**config.mk**
```make
export PLATFORM = sky130hd
export DESIGN_NAME = point_cloud_loader
export DESIGN_NICKNAME = d
export VERILOG_FILES = /design/src/rtl/dror_pkg.sv /design/src/rtl/lane_packer.sv /design/src/rtl/point_cloud_loader.sv
export SDC_FILE = /design/constraint.sdc
export NUM_CORES = 1
export LEC_CHECK = 0
export CAP_MARGIN = 20
export CORE_AREA = 2 2 294 296
export CTS_CLUSTER_DIAMETER = 60
export DETAILED_ROUTE_END_ITERATION = 6
export DIE_AREA = 0 0 296 298
export PLACE_DENSITY = 0.79
export SLEW_MARGIN = 30
export SYNTH_ARGS = -nofsm -noshare
export SYNTH_HDL_FRONTEND = slang
export SYNTH_HIERARCHICAL = 1
export SYNTH_SLANG_ARGS = --single-unit
```
**constraint.sdc**
```tcl
create_clock -name clock -period 9.6 [get_ports clock]
set_clock_uncertainty 0.1 [all_clocks]
set_input_delay 1.92 -clock clock [delete_from_list [all_inputs] [get_ports clock]]
set_output_delay 1.92 -clock clock [all_outputs]
set_load 0.01 [all_outputs]
```
**src/rtl/dror_pkg.sv**
```systemverilog
// Shared constants, BRAM port payload and loader state encoding for the DROR point pipeline.
package dror_pkg;

    localparam int unsigned N      = 16;
    localparam int unsigned WORD_W = 128;
    localparam int unsigned LANES  = WORD_W / N;
    localparam int unsigned LANE_W = $clog2(LANES);
    localparam int unsigned ADDR_W = 32;
    localparam int unsigned WE_W   = WORD_W / 8;

    localparam logic [ADDR_W-1:0] HDR_ADDR    = 32'd0;
    localparam logic [31:0]       START_FLAG  = 32'd1;
    localparam logic [15:0]       DONE_MARKER = 16'h0fff;

    typedef enum logic [2:0] {
        ST_IDLE     = 3'd0,
        ST_LOAD     = 3'd1,
        ST_FLUSH    = 3'd2,
        ST_HDR_SIZE = 3'd3,
        ST_HDR_FLAG = 3'd4,
        ST_WAIT_ACK = 3'd5
    } loader_state_t;

    typedef struct packed {
        logic              en;
        logic [WE_W-1:0]   we;
        logic [ADDR_W-1:0] addr;
        logic [WORD_W-1:0] data;
    } bram_port_t;

    // Data word k lives one word above the header.
    function automatic logic [ADDR_W-1:0] word_addr(input logic [31:0] idx);
        return (idx + 32'd1) << 4;
    endfunction

endpackage

```
**src/rtl/lane_packer.sv**
```systemverilog
// Packs N-bit coordinates into one 128-bit word lane by lane; pack_next_c is the word including this cycle's insert.
module lane_packer
    import dror_pkg::*;
(
    input  logic              clock,
    input  logic              reset,
    input  logic              clear,
    input  logic              insert,
    input  logic [LANE_W-1:0] lane,
    input  logic [N-1:0]      data,
    output logic [WORD_W-1:0] pack_next_c
);

    logic [WORD_W-1:0] pack;

    always_comb begin
        pack_next_c = pack;
        if (insert) begin
            pack_next_c[N*lane +: N] = data;
        end
    end

    // Clear wins over insert: the inserted lane has already gone out with the word write.
    always_ff @(posedge clock) begin
        if (reset || clear) begin
            pack <= '0;
        end else begin
            pack <= pack_next_c;
        end
    end

endmodule

```
**src/rtl/point_cloud_loader.sv**
```systemverilog
// Streams one point cloud into the x/y/z BRAMs (port B), writes the header last and handshakes with the consumer.
// Optional build macro LOADER_ZERO_DROP_EN: drop all-zero (invalid) returns instead of storing them.
module point_cloud_loader
    import dror_pkg::*;
#(
    parameter int unsigned MAX_POINTS = 8192
) (
    input  logic              clock,
    input  logic              reset,
    input  logic              s_valid,
    output logic              s_ready,
    input  logic [N-1:0]      s_x,
    input  logic [N-1:0]      s_y,
    input  logic [N-1:0]      s_z,
    input  logic              s_last,
    output logic [ADDR_W-1:0] addr_x,
    output logic [ADDR_W-1:0] addr_y,
    output logic [ADDR_W-1:0] addr_z,
    output logic [WORD_W-1:0] write_in_x,
    output logic [WORD_W-1:0] write_in_y,
    output logic [WORD_W-1:0] write_in_z,
    input  logic [WORD_W-1:0] read_out_y,
    output logic              en_x,
    output logic              en_y,
    output logic              en_z,
    output logic [WE_W-1:0]   we_x,
    output logic [WE_W-1:0]   we_y,
    output logic [WE_W-1:0]   we_z,
    output logic              busy,
    output logic [31:0]       points_loaded,
    output logic              overflow
);

    loader_state_t     state, state_nxt;
    logic [31:0]       count, count_nxt;
    logic [31:0]       word_idx, word_nxt;
    logic [31:0]       loaded_nxt;
    logic              busy_nxt, ovf_nxt;
    logic              ack_armed, ack_nxt;
    bram_port_t        px_q, py_q, pz_q, px_d, py_d, pz_d;
    logic              accept_c, drop_c, store_c, clear_c, word_full_c;
    logic [LANE_W-1:0] lane_c;
    logic [WORD_W-1:0] pack_x_c, pack_y_c, pack_z_c;
    logic              unused_read_c;

    assign unused_read_c = ^read_out_y[WORD_W-1:32];
    assign accept_c      = s_valid && s_ready;
    assign lane_c        = count[LANE_W-1:0];
    assign word_full_c   = store_c && (lane_c == LANE_W'(LANES - 1));

`ifdef LOADER_ZERO_DROP_EN
    assign drop_c = (s_x == '0) && (s_y == '0) && (s_z == '0);
`else
    assign drop_c = 1'b0;
`endif

    lane_packer u_pack_x (.clock(clock), .reset(reset), .clear(clear_c), .insert(store_c),
                          .lane(lane_c), .data(s_x), .pack_next_c(pack_x_c));
    lane_packer u_pack_y (.clock(clock), .reset(reset), .clear(clear_c), .insert(store_c),
                          .lane(lane_c), .data(s_y), .pack_next_c(pack_y_c));
    lane_packer u_pack_z (.clock(clock), .reset(reset), .clear(clear_c), .insert(store_c),
                          .lane(lane_c), .data(s_z), .pack_next_c(pack_z_c));

    // Port values are computed one cycle ahead so each access appears in the cycle it is owed.
    always_comb begin
        state_nxt  = state;
        count_nxt  = count;
        word_nxt   = word_idx;
        loaded_nxt = points_loaded;
        busy_nxt   = busy;
        ovf_nxt    = overflow;
        ack_nxt    = ack_armed;
        store_c    = 1'b0;
        clear_c    = 1'b0;
        px_d       = '0;
        py_d       = '0;
        pz_d       = '0;

        case (state)
            ST_IDLE, ST_LOAD: begin
                if (accept_c) begin
                    if (state == ST_IDLE) begin
                        busy_nxt = 1'b1;
                        ovf_nxt  = 1'b0;
                    end
                    state_nxt = ST_LOAD;
                    if (!drop_c) begin
                        if (count >= MAX_POINTS) begin
                            ovf_nxt = 1'b1;
                        end else begin
                            store_c   = 1'b1;
                            count_nxt = count + 32'd1;
                        end
                    end
                    // A final partial word goes out together with s_last; FLUSH then only spaces the header.
                    if (word_full_c || (s_last && (store_c || lane_c != '0))) begin
                        px_d    = '{en: 1'b1, we: '1, addr: word_addr(word_idx), data: pack_x_c};
                        py_d    = '{en: 1'b1, we: '1, addr: word_addr(word_idx), data: pack_y_c};
                        pz_d    = '{en: 1'b1, we: '1, addr: word_addr(word_idx), data: pack_z_c};
                        clear_c = 1'b1;
                    end
                    if (word_full_c) begin
                        word_nxt = word_idx + 32'd1;
                    end
                    if (s_last) begin
                        clear_c   = 1'b1;
                        state_nxt = ST_FLUSH;
                    end
                end
            end
            ST_FLUSH: begin
                px_d      = '{en: 1'b1, we: '1, addr: HDR_ADDR, data: WORD_W'(count)};
                pz_d      = '{en: 1'b1, we: '1, addr: HDR_ADDR, data: '0};
                state_nxt = ST_HDR_SIZE;
            end
            ST_HDR_SIZE: begin
                if (count == 32'd0) begin
                    state_nxt  = ST_IDLE;
                    busy_nxt   = 1'b0;
                    loaded_nxt = 32'd0;
                    word_nxt   = 32'd0;
                end else begin
                    py_d      = '{en: 1'b1, we: '1, addr: HDR_ADDR, data: WORD_W'(START_FLAG)};
                    state_nxt = ST_HDR_FLAG;
                end
            end
            ST_HDR_FLAG: begin
                py_d      = '{en: 1'b1, we: '0, addr: HDR_ADDR, data: '0};
                ack_nxt   = 1'b0;
                state_nxt = ST_WAIT_ACK;
            end
            ST_WAIT_ACK: begin
                // First poll result can still reflect the pre-flag contents, so it is skipped.
                if (ack_armed && read_out_y[31:0] == 32'd0) begin
                    state_nxt  = ST_IDLE;
                    busy_nxt   = 1'b0;
                    loaded_nxt = count;
                    count_nxt  = 32'd0;
                    word_nxt   = 32'd0;
                end else begin
                    py_d    = '{en: 1'b1, we: '0, addr: HDR_ADDR, data: '0};
                    ack_nxt = 1'b1;
                end
            end
            default: state_nxt = ST_IDLE;
        endcase
    end

    always_ff @(posedge clock) begin
        if (reset) begin
            state         <= ST_IDLE;
            count         <= '0;
            word_idx      <= '0;
            points_loaded <= '0;
            busy          <= 1'b0;
            overflow      <= 1'b0;
            ack_armed     <= 1'b0;
            s_ready       <= 1'b0;
            px_q          <= '0;
            py_q          <= '0;
            pz_q          <= '0;
        end else begin
            state         <= state_nxt;
            count         <= count_nxt;
            word_idx      <= word_nxt;
            points_loaded <= loaded_nxt;
            busy          <= busy_nxt;
            overflow      <= ovf_nxt;
            ack_armed     <= ack_nxt;
            s_ready       <= (state_nxt == ST_IDLE) || (state_nxt == ST_LOAD);
            px_q          <= px_d;
            py_q          <= py_d;
            pz_q          <= pz_d;
        end
    end

    assign addr_x     = px_q.addr;
    assign addr_y     = py_q.addr;
    assign addr_z     = pz_q.addr;
    assign write_in_x = px_q.data;
    assign write_in_y = py_q.data;
    assign write_in_z = pz_q.data;
    assign en_x       = px_q.en;
    assign en_y       = py_q.en;
    assign en_z       = pz_q.en;
    assign we_x       = px_q.we;
    assign we_y       = py_q.we;
    assign we_z       = pz_q.we;

endmodule

```
==> impl_metrics.ini, run 1 <==
[outcome]
run_status = finished clean

[timing]
fmax_mhz = 168.6
layout_min_cycle_time_ns = 5.930
fin_hold_ws_ns = 0.3540
period_share_pct = 61.77
maxSlewViolCount = 0
rsz0062_at_grt = no
setup_viol = 0
slew_headroom_pct = 36.62
setup_tns_ns = 0
finalHoldViolations = 0
worst_pin_slew_ns = 0.9485

[synth]
synthCells = 3660
synth_edf_count = 0
synth_top_flop_cell = dfxtp_1
yosysSeqAreaShare_pct = 49.29
syn_area_um2 = 37570
yosys_warnings = 6
synth_cell_types = 71
ys_seq_elements = 925
avgSynthCellArea_um2 = 10.26
synthArstFlopShare_pct = 0

[die]
fp.dieH_um = 298
row_count = 107
die-area_um2 = 88210
num_io_pins = 746
die_w_um = 296
core-area_um2 = 84880
start_util_pct = 44.26

[setup_path]
crit_arrival_ns = 6.37
endpoint_kind = flop
startpoint_type = primary input
worst-setup-path-type = primary input to flop
crit_required_ns = 10.04
worstPathMaxFanout = 11

[detailed_routing]
firstDrtPassIters = 5
vias = 27563
ant_nets = 0
drtIter0Drc = 1717
post_drt_via_cell_ratio = 5.184
drc_errors = 0
wl_per_cell_um = 19.90
wl_um = 105800

[clocking]
postCtsHoldBufs = 0
cts_buffer_depth = 3
cts_max_level = 3
root_buffer = clkbuf_16
cts_tree = built
cts_made_buffers = 102
clk_pin_slew_worst_paths_ns = 0.06
post_cts.repair.setup_buffers = 0
ctsResizeCount = 0
clock_sinks = 925
insertion_delay_ns = 0.66

[finish]
final_nets = 4285
n_fill_cell = 7165
layout_commonest_cell = dfxtp_1
utilization_pct = 55.76
final_area_um2 = 47330
multi_input_area_um2 = 17040
syn_to_final_growth_pct = 25.98
final_cell_mix = dfxtp_1 (923), clkdlybuf4s50_1 (636), nand2_1 (491), and2_1 (435), mux2i_1 (334)
drive_gt1_share_pct = 10.72
seqCellArea_um2 = 18520

[grt]
overflow = 0
first_global_vias = 26720
antenna_found_initial = 5
grt_pass1_wl_um = 158800
track_usage_pct = 23.01
grt_max_degree = 270

[place]
port_buffers = 637
placed_area_um2 = 43760
place_hpwl_um = 71550
place_congestion = 0.8215

[power_and_ir_drop]
power_density_nw_per_um2 = 174.6
static-leakage-power_uw = 0.01927
vdd.ir_drop.worst_mv = 0.1618

[min_path]
hold_path_class = flop to flop

[job]
drv_cap = 0
[synth_stat cells (all sizes together), types with 13 or more instances]
cell type	number	share of area, %
o21a	14	0.28
nand2	491	4.9
and4	13	0.30
or3	17	0.28
and2	436	7.3
clkbuf	114	1.1
dfxtp	925	49
buf	248	4.4
a311oi	16	0.54
nor2b	20	0.41
nor3	14	0.23
o21ai	57	0.76
nor4	22	0.56
o211ai	67	1.3
and3b	19	0.44
nor2	80	0.81
mux2i	334	8.9
a211oi	16	0.35
nand3	110	1.6
a22o	33	0.77
inv	22	0.22
xnor2	20	0.47
mux2	362	11
a21oi	83	1.1
nand4	30	0.62
ha	13	0.43
[per-layer routing]
layer  vias up  global-route usage, %  wire [um]
li1      13220                      -          -
met4         2                  8.213       3562
met5         -                      0         13
met1     13328                  28.84      44380
met2       837                  37.97      49830
met3       176                  6.035       8032
[critical path: stages]
cell             delay, ns
clkdlybuf4s50_1       0.57
nor4bb_2              0.59
nand3_1               0.53
inv_1                 0.32
buf_4                 0.25
nor2b_1               0.56
nand4_1               0.68
buf_4                 0.45
mux2_1                0.33
and2_1                0.14
[final cells by class]
type / count / area share (%)
tap: 1144 / 3.024
antenna: 2 / 0.01057
inverter: 22 / 0.1745
clock buffer: 139 / 6.178
clock inverter: 44 / 1.198
timing repair buffer: 679 / 14.28
multi-input combinational: 2362 / 36.00
sequential: 925 / 39.14
[path summary, 6_finish.rpt]
path / depth (start not counted) / slack, ns / from / endpoint
worst max register to register: 9 / 5.00 / state[2]$_SDFF_PP0_ / write_in_y[7]$_SDFF_PP0_
worst min-delay path: 2 / 0.35 / u_pack_z/pack[72]$_SDFF_PP0_ / u_pack_z/pack[72]$_SDFF_PP0_
worst max-delay path: 10 / 3.67 / s_valid / write_in_y[7]$_SDFF_PP0_
worst min register to register: 2 / 0.35 / u_pack_z/pack[72]$_SDFF_PP0_ / u_pack_z/pack[72]$_SDFF_PP0_
[flip-flops by register name (all words and copies together), names as in the netlist, 3 cells and up]
name and flops:
u_pack_x/pack 128, points_loaded 32, word_idx 28, addr_y 27, u_pack_z/pack 128, write_in_x 128, addr_x 27, state 3
write_in_z 128, count 32, u_pack_y/pack 128, write_in_y 128
[power by group]
group | internal (uW) | leakage [uW] | switching, uW | total, uW
Clock | 2390 | 0.00173 | 1630 | 4020
Combinational | 130 | 0.0101 | 246 | 376
Sequential | 3850 | 0.00745 | 17.2 | 3870
[through the flow]
step	cells	power (uW)	setup WS, ns
global placement	5130	4319	2.552
global route	5316	8532	3.463
finish	5317	8265	3.670
floorplan	3671	4184	5.298
detailed placement	5131	4327	2.637
CTS	5314	8337	3.327
[cell families (layout without fill, tap and decap cells)]
| kind of cell | after synthesis | after routing | synth area share [%] |
|---|---|---|---|
| fa+ha+maj | 13 | 13 | 0.4330 |
| buf+inv | 384 | 884 | 5.765 |
| simple gates | 1291 | 1291 | 18.18 |
| xor+xnor | 29 | 29 | 0.6761 |
| compound gates | 321 | 321 | 5.895 |
| other cells | 1 | 14 | 0.009982 |
| mux | 696 | 696 | 19.75 |
| flops | 925 | 925 | 49.29 |
No activity file was read; power rests on OpenSTA's default activity.
==> run 2: changes to the inputs <==
==> constraint.sdc (replaced) <==
create_clock -name clock -period 5.71 [get_ports clock]
set_clock_uncertainty 0.1 [all_clocks]
set_input_delay 1.142 -clock clock [delete_from_list [all_inputs] [get_ports clock]]
set_output_delay 1.142 -clock clock [all_outputs]
set_load 0.01 [all_outputs]
==> run 2 against run 1 <==
Register-to-register slack lost 3.4 ns. Sequential cell count is the same. Worst setup slack lost 2.3 ns. Final cell count grew 0.15%. Hold slack lost 0.00091 ns. Critical path depth grew 1. Via count shrank 0.48%. First-iteration DRC count shrank 5.5%. Non-clock buffer count grew 10. Critical endpoint is now write_in_x[43]$_SDFF_PP0_.
==> impl_metrics.ini, run 2 (synthesis gave the netlist of run 1 again) <==
[timing]
layout_min_cycle_time_ns = 4.341
period_share_pct = 76.02
setup_tns_ns = 0
setup_viol = 0
finalHoldViolations = 0
fmax_mhz = 230.4
rsz0062_at_grt = no
maxSlewViolCount = 0
worst_pin_slew_ns = 1.020
slew_headroom_pct = 31.45

[grt]
grt_pass1_wl_um = 158300
grt_max_degree = 214
first_global_vias = 26578
track_usage_pct = 22.90
overflow = 0
antenna_found_initial = 2

[setup_path]
r2r_slack_ns = 1.62
crit_arrival_ns = 4.78
critPathMaxStageDelay_ns = 0.70
worstPathMaxFanout = 32
worst-setup-path-type = primary input to flop
crit_required_ns = 6.15
startpoint_type = primary input
critPathMostFrequentCell = buf_4
r2r_end = write_in_x[43]$_SDFF_PP0_
endpoint_kind = flop
worstPathCellList = clkdlybuf4s50_1 > nor4bb_1 > buf_4 > nand3_1 > buf_4 > inv_1 > buf_4 > nor2b_1 > nand4_4 > mux2_1 > and2_1
cp_num_buf_inv = 5
cp_top_family = simple AND/OR/NAND/NOR gates
r2r_start = count[26]$_SDFFE_PP0P_
slowest_stage = nand4_4
reg2reg_depth = 10

[clocking]
cts_buffer_depth = 3
postCtsHoldBufs = 0
clk_pin_slew_worst_paths_ns = 0.06
root_buffer = clkbuf_16
cts_made_buffers = 100
clock_sinks = 925
cts_max_level = 3
post_cts.repair.setup_buffers = 0
insertion_delay_ns = 0.66
cts_tree = built
ctsResizeCount = 0

[die]
start_util_pct = 44.26
core-area_um2 = 84880
die-area_um2 = 88210
die_w_um = 296
row_count = 107
num_io_pins = 746
fp.dieH_um = 298

[finish]
utilization_pct = 55.67
drive_gt1_share_pct = 10.91
layout_commonest_cell = dfxtp_1
final_cell_mix = dfxtp_1 (923), clkdlybuf4s50_1 (636), nand2_1 (491), and2_1 (435), mux2i_1 (334)
syn_to_final_growth_pct = 25.78
final_area_um2 = 47260
final_nets = 4293

[power_and_ir_drop]
p_int_uw = 10520
static-leakage-power_uw = 0.01924
p_seq_share_pct = 47.5
vdd.ir_drop.worst_mv = 0.2571
power_density_nw_per_um2 = 289.8
swShare_pct = 23.17
combinationalPowerShare_pct = 4.6
power.switching_uw = 3173
clockPowerShare_pct = 47.8
totalPowerFinal_uw = 13700

[place]
place_hpwl_um = 72410
placed_area_um2 = 43870
port_buffers = 637
place_congestion = 0.8428

[detailed_routing]
firstDrtPassIters = 6
drtIter0Drc = 1623
post_drt_via_cell_ratio = 5.152
wl_per_cell_um = 19.75
ant_nets = 0
vias = 27432
wl_um = 105200
drc_errors = 0

[min_path]
hold_end = u_pack_y/pack[48]$_SDFF_PP0_
hold_path_class = flop to flop
worstHoldStart = u_pack_y/pack[48]$_SDFF_PP0_
min_path_cells = 2

[outcome]
run_status = finished clean

[job]
drv_cap = 0
==> run 2: changes by cell type in the layout (fill, tap and decap cells not counted), moves of 2 or more <==
cell / before / now
buf_4: 36 / 49
buf_6: 4 / 0
bufinv_16: 9 / 6
clkbuf_1: 16 / 14
clkbuf_16: 104 / 100
clkbuf_8: 19 / 22
clkinv_8: 3 / 1
clkinvlp_4: 2 / 8
inv_16: 2 / 4
nand3_2: 0 / 2
nand3_4: 6 / 4
==> run 2: final cells by class <==
class	instances	area, um2
fill	7236	37620
sequential	925	18520
multi-input combinational	2362	17010
timing repair buffer	689	6829
clock buffer	136	2858
tap	1144	1431
clock inverter	45	518.0
inverter	22	82.58
antenna	2	5.005
==> run 2: stage by stage <==
stage | setup WS [ns] | hold slack [ns] | std cells
2_1_floorplan | 2.186 | 0.3306 | 3671
3_3_place_gp | 0.7414 | 0.3385 | 5140
3_5_place_dp | 0.7066 | 0.3422 | 5142
4_1_cts | 1.361 | 0.3542 | 5323
5_1_grt | 1.128 | 0.3725 | 5323
6_report | 1.369 | 0.3531 | 5325
==> run 2: per-layer routing <==
layer / global-route usage, % / vias to the layer above / share of wire, %
li1: - / 13256 / -
met1: 28.67 / 13146 / 42
met2: 37.62 / 857 / 47
met3: 6.065 / 169 / 7.6
met4: 8.550 / 4 / 3.4
met5: 0 / - / 0.021
==> run 2: power by group through the flow <==
stage / registers (uW) / clock network [uW] / logic (uW)
6_report: 6510 / 6550 / 631
5_1_grt: 6510 / 6950 / 679
4_1_cts: 6510 / 6690 / 628
3_5_place_dp: 6650 / 0 / 625
3_3_place_gp: 6650 / 0 / 614
2_1_floorplan: 6640 / 0 / 396
==> run 2: worst reg2reg max path, delay by kind of cell, from the launching register on <==
| family | cells | cell delay, ns |
|---|---|---|
| buffers and inverters | 3 | 0.51 |
| DFF | 1 | 0.38 |
| muxes | 1 | 0.61 |
| and+or+nand+nor | 6 | 2.37 |
==> run 2: how the worst max path moves through the flow <==
stage	slack [ns]	start	endpoint	cells after the start
2_1_floorplan	2.19	s_valid	write_in_z[108]$_SDFF_PP0_	10
3_3_place_gp	0.74	s_valid	write_in_x[36]$_SDFF_PP0_	11
3_5_place_dp	0.71	s_valid	write_in_x[43]$_SDFF_PP0_	11
4_1_cts	1.36	s_valid	write_in_x[43]$_SDFF_PP0_	11
5_1_grt	1.13	s_valid	write_in_x[43]$_SDFF_PP0_	11
6_report	1.37	s_valid	write_in_x[43]$_SDFF_PP0_	11
